==> src/rtl/timer_pkg.sv <==
// Shared definitions for the timer block: FSM state encoding and the default expiry length.
package timer_pkg;

  typedef enum logic [1:0] {
    IDLE  = 2'd0,
    COUNT = 2'd1,
    DONE  = 2'd2
  } timer_state_e;

  localparam int unsigned TIMER_MAX_DEFAULT = 3500;

endpackage

==> src/rtl/timer.sv <==
// Expiry timer: timer_out rises after MAX consecutive enabled edges and holds while enabled.
// Define TIMER_STATUS_EN to expose the running count on timer_cnt.
module timer
  import timer_pkg::*;
#(
  parameter  int unsigned MAX = TIMER_MAX_DEFAULT,
  localparam int unsigned CW  = $clog2(MAX + 1)
) (
  input  logic          clk,
  input  logic          rst_n,
  input  logic          timer_ena,
  input  logic          timer_rst,
`ifdef TIMER_STATUS_EN
  output logic [CW-1:0] timer_cnt,
`endif
  output logic          timer_out
);

  localparam logic [CW-1:0] MaxCount = CW'(MAX);

  timer_state_e  state_q, state_d;
  logic [CW-1:0] cnt_q, cnt_d;
  logic          out_q, out_d;

  // Clear wins over enable; a low enable restarts the interval rather than pausing it.
  always_comb begin
    state_d = state_q;
    cnt_d   = cnt_q;
    if (timer_rst || !timer_ena) begin
      state_d = IDLE;
      cnt_d   = '0;
    end else begin
      unique case (state_q)
        IDLE: begin
          cnt_d   = CW'(1);
          state_d = (MAX == 1) ? DONE : COUNT;
        end
        COUNT: begin
          cnt_d = cnt_q + 1'b1;
          if (cnt_q + 1'b1 == MaxCount) state_d = DONE;
        end
        DONE: begin
          cnt_d = MaxCount;
        end
        default: begin
          state_d = IDLE;
          cnt_d   = '0;
        end
      endcase
    end
    out_d = (state_d == DONE);
  end

  always_ff @(posedge clk or negedge rst_n) begin
    if (!rst_n) begin
      state_q <= IDLE;
      cnt_q   <= '0;
      out_q   <= 1'b0;
    end else begin
      state_q <= state_d;
      cnt_q   <= cnt_d;
      out_q   <= out_d;
    end
  end

  assign timer_out = out_q;
`ifdef TIMER_STATUS_EN
  assign timer_cnt = cnt_q;
`endif

endmodule

==> config.mk <==
export PLATFORM = sky130hd
export DESIGN_NAME = timer
export DESIGN_NICKNAME = d
export VERILOG_FILES = /design/src/rtl/timer_pkg.sv /design/src/rtl/timer.sv
export SDC_FILE = /design/constraint.sdc
export NUM_CORES = 1
export LEC_CHECK = 0
export ABC_AREA = 1
export CAP_MARGIN = 20
export CORE_MARGIN = 4
export CORE_UTILIZATION = 50
export CTS_BUF_LIST = sky130_fd_sc_hd__clkbuf_16
export DETAILED_ROUTE_END_ITERATION = 8
export HOLD_SLACK_MARGIN = 0.03
export PLACE_DENSITY_LB_ADDON = 0.12
export SETUP_SLACK_MARGIN = 0.05
export SLEW_MARGIN = 5
export SYNTH_ARGS = -nofsm -noshare
export SYNTH_HDL_FRONTEND = slang
export SYNTH_SLANG_ARGS = --single-unit
==> constraint.sdc <==
create_clock -name clk -period 2.2 [get_ports clk]
set_input_delay 0.33 -clock clk [delete_from_list [all_inputs] [get_ports clk]]
set_output_delay 0.33 -clock clk [all_outputs]
set_load 0.03 [all_outputs]
## Yosys cells after proc, flatten, opt, wreduce, memory -nomap -nowiden

Cells that the tools add are included.

- Add/sub/neg operators: 1
- Multiply operators: 0
- Div/mod/pow operators: 0
- Magnitude comparators: 0
- Eq/ne operators: 4
- Shift operators: 0
- Multiplexer cells: 5
- Bitwise logic cells: 0
- Reductions and logical operators: 3

Operators by type and width:

| cell | count |
|---|---|
| one-hot mux 12 bit (3 select lines) | 1 |
| adder 12 x 1 -> 12 bit, second input constant | 1 |
| equality test 12 bit, second input constant | 1 |
| 2-to-1 mux 12 bit | 1 |
| one-hot mux 2 bit (3 select lines) | 1 |
| equality test 2 bit, second input constant | 2 |
| 2-to-1 mux 2 bit | 2 |
| equality test 2 x 1 -> 1 bit, second input constant | 1 |
| zero test 2 bit | 1 |
| zero test 1 bit | 1 |
| logical OR 1 bit | 1 |

- Flip-flop bits (word level): 15
- Latch bits: 0
- Memory bits (writable): 0
- ROM bits: 0
- Input port bits: 4
- Output and inout bits: 1
- Logic and storage cells: 16
- Memories kept: 0

## Logic depth before layout (Yosys ltp)

- Depth in word-level cells: 6
- Gate-level depth with buffers: 10
- Depth with buffers taken out: 10

## Least setup slack after synthesis

OpenSTA, ideal clock, no wires.

- Path type: register -> register
- From: reg cnt_q[0]
- To: reg state_q[1]
- Library setup time: 0.078 ns
- Arrival: 1.285 ns
- Data required time: 2.122 ns
- Setup slack: 0.837 ns
- Stages on the path, launching flop included: 10
- Buffers on the path: 0
- Period minus slack after synthesis: 1.363 ns
- Cell sequence: dfrtp_1 -> ha_1 -> nand3_1 -> nor2_2 -> nand2_1 -> nand2_2 -> nand3_2 -> nor2_2 -> nand2_1 -> a21oi_1

- Longest elaborated chain between the ends: 5

Ends and longest elaborated chain:

| item | line | RTL |
|---|---|---|
| from (decl) | timer.sv:22 | `logic [CW-1:0] cnt_q, cnt_d;` |
| from (signal assigned) | timer.sv:61 | `cnt_q <= cnt_d;` |
| adder 12 x 1 -> 12 bit | timer.sv:40 | `if (cnt_q + 1'b1 == MaxCount) state_d = DONE;` |
| equality test 12 bit | timer.sv:40 |  |
| 2-to-1 mux 2 bit | timer.sv:40 |  |
| one-hot mux 2 bit (3 select lines) | timer.sv:33 | `unique case (state_q)` |
| 2-to-1 mux 2 bit | timer.sv:29 | `if (timer_rst \|\| !timer_ena) begin` |
| net state_d[1] | timer.sv:21 | `timer_state_e state_q, state_d;` |
| to (signal assigned) | timer.sv:60 | `state_q <= state_d;` |
| to (decl) | timer.sv:21 |  |

The timed path passes the listed nets, and every way through them passes these cells.

## Worst setup path in the final report

Ends and elaborated chain as after synthesis.

==> results.sh <==
export IMPL_status="finished clean"
export IMPL_hold_buffers=0
export IMPL_path_common_cell="nand2_1"
export IMPL_avgSynthCellArea_um2=7.37
export IMPL_core_area_um2=1560
export IMPL_crit_slowest_cell="dfrtp_1"
export IMPL_cts_sinks=15
export IMPL_cts_tree="yes"
export IMPL_endpoint_kind="flip-flop"
export IMPL_synth_cells=115
export IMPL_synth_most_common_cell="nand2_1"
export IMPL_synth_top_cell_area_share_pct=44.3
export IMPL_drt_initial_drc_count=11
export IMPL_synth_simple_gate_area_share_pct=37.1
export IMPL_fmax_ghz=0.620
export IMPL_min_path_type="in -> async"
export IMPL_clkSlewWorstSetupHoldPaths_ns=0.05
export IMPL_ys_seq_elements=15
export IMPL_cp_top_family="simple AND/OR/NAND/NOR gates"
export IMPL_n_antenna_cell=0
export IMPL_regArea_um2=375
export IMPL_syn_cell_area_um2=847
export IMPL_tightest_slew_ns=0.678
export IMPL_postCtsSetupRepairBufs=0
export IMPL_cp_required_ns=2.36
export IMPL_multiInputGateArea_um2=412
export IMPL_finalSetupTns_ns=0
export IMPL_cp_max_fo=4
export IMPL_p_clk_share_pct=53.1
export IMPL_grt_overflow_total=0
export IMPL_grt_max_degree=16
export IMPL_portBuffers=4
export IMPL_synth_edff_count=0
export IMPL_finalHoldWorstSlack_ns=0.504
export IMPL_synth_top_family_by_area="simple AND/OR/NAND/NOR gates"
export IMPL_critPathKind="reg -> reg"
export IMPL_power_frac_comb_pct=3.2
export IMPL_cts_resized=0
export IMPL_cts_buffers=3
export IMPL_antenna_found_initial=0
export IMPL_setup_viol=0
export IMPL_grt_usage_pct=15.7
export IMPL_hpwl_mm=1.27
export IMPL_finalCritPeriodShare_pct=73.3
export IMPL_slowest_delay_ns=0.41
export IMPL_hold_violations=0
export IMPL_p_int_uw=526
export IMPL_drcViolationCount=0
export IMPL_nFillCells=139
export IMPL_max_cap_violations=0
export IMPL_yosys_top_cells_area="dfrtp_1 (44%), nand2_1 (14%), a21oi_1 (7.1%)"
export IMPL_clockBufferDepth=2
export IMPL_path_cells="ha_1 -> nand2_1 -> nor2_1 -> nand3b_1 -> nand2_1 -> nand2_1 -> nor2_2 -> nand2_1 -> a21oi_1"
export IMPL_drive_above_1_share_pct=11.5
export IMPL_yosys_most_used_dff="dfrtp_1"
export IMPL_synth_top_cell_by_area="dfrtp_1"
export IMPL_htree_levels=1
export IMPL_fin_nets=128
export IMPL_slew_viol_final=0
export IMPL_first_pass_iters=4
export IMPL_rows=14
export IMPL_synth_seq_area_share_pct=44.3
export IMPL_yosysUniqueCellTypes=19
export IMPL_worstPathArrival_ns=1.78
export IMPL_vias=721
export IMPL_rsz0062_at_grt="no"
export IMPL_p_leak_uw=0.000408
export IMPL_die_area_um2=2420
export IMPL_viasPerCell=5.22
export IMPL_die_width_um=49.2
export IMPL_grt_pass1_wl_mm=2.91
export IMPL_finalWirelength_mm=1.63
export IMPL_cp_start_kind="flip-flop"
export IMPL_p_per_area_nw_per_um2=659
export IMPL_syn_num_nets=120
export IMPL_ir_drop_mv=0.493
export IMPL_fp_dieH_um=49.2
export IMPL_cts_root_buf="clkbuf_16"
export IMPL_synthMuxAreaShare_pct=0
export IMPL_maxSlewHeadroom_pct=54.6
export IMPL_synth_async_reset_ratio_pct=100
export IMPL_synth_top_cells_by_count="nand2_1 (32), dfrtp_1 (15), nor2_1 (15)"
export IMPL_area_delta_synth_final_pct=16.0
export IMPL_period_needed_ns=1.61
export IMPL_first_global_vias=681
export IMPL_synth_compound_area_share_pct=9.01
export IMPL_ios=5
export IMPL_postRouteAntennaNets=0
export IMPL_gp_congestion=0.803
export IMPL_skew_ns=0.000545
export IMPL_yosysWarnings=0
export IMPL_critical_path_buf_inv_count=0
export IMPL_wl_per_cell_um=11.8
export IMPL_swShare_pct=18.7
export IMPL_synthXorXnorAreaFrac_pct=1.03
export IMPL_p_seq_share_pct=43.7
export IMPL_clock_latency_ns=0.24
export IMPL_yosys_area_share_adder_pct=1.48
export IMPL_p_switching_uw=121
export IMPL_initial_utilization_pct=54.3
==> layout make-up <==
class,instances,share of cell area (%)
multi-input cells,84,41.9
flip-flops and latches,15,38.2
clock buffers,3,7.64
inverters,15,5.73
repair buffers,4,4.08
well taps,16,2.04
clock inverters,1,0.382
==> metrics by stage <==
stage          setup WS [ns]  cells  util (%)  power, uW  instance area (um2)
3_5_place_dp           0.580    134      57.9        309                  903
5_1_grt                0.384    138      63.0        678                  982
3_3_place_gp           0.617    134      57.9        308                  903
6_report               0.587    138      63.0        648                  982
4_1_cts                0.590    138      63.0        654                  982
2_1_floorplan          0.837    115         -        295                  847
==> flip-flops by register name, summed over array words and instances, names as in the netlist <==
name	count
state_q	2
timer_out	1
cnt_q	12
==> per-layer routing <==
layer	vias up	track usage, %	wire length (um)
li1	378	-	-
met1	333	20.1	746
met2	10	25.2	826
met3	0	3.98	56
met4	0	5.69	0
met5	-	0	0
==> cells in the final DEF, fill, tap and decap left out <==
master            n
inv_1            15
or2_2             1
nor2_4            1
ha_1              1
o21ai_0           1
nand3_2           2
clkbuf_16         3
nand3_1           7
nand3b_1          2
nand2_2           2
nand4_1           2
a21oi_1          12
xor2_1            1
nor2_1           15
clkdlybuf4s50_1   4
o21bai_2          1
clkinv_1          1
dfrtp_1          15
nor2_2            4
nand2_1          32
==> power by group through the flow <==
stage               logic, uW  registers (uW)  clock network [uW]
global route             24.0             283                 371
finish                   20.8             283                 344
global placement         20.8             287                   0
floorplan                10.8             285                   0
CTS                      21.3             283                 350
detailed placement       21.2             287                   0
==> logic make-up (layout without fill, tap and decap cells) <==
logic type / after synthesis / in the layout
XOR/XNOR: 1 / 1
flip-flops: 15 / 15
AND/OR/NAND/NOR: 68 / 68
buffers and inverters: 16 / 23
adder cells (fa/ha/maj): 1 / 1
AO/OA/AOI/OAI: 14 / 14
==> path summary, 6_finish.rpt <==
path	slack [ns]	start	depth (start not counted)	to
max in group asynchronous	1.27	rst_n	1	cnt_q[10]
min in group clk	0.54	cnt_q[0]	1	cnt_q[0]
worst min register to register	0.54	cnt_q[0]	1	cnt_q[0]
worst min-delay path	0.50	rst_n	1	cnt_q[0]
worst max-delay path	0.59	cnt_q[0]	9	state_q[1]
worst max register to register	0.59	cnt_q[0]	9	state_q[1]
Note: power is estimated with default switching activity, not from simulation.
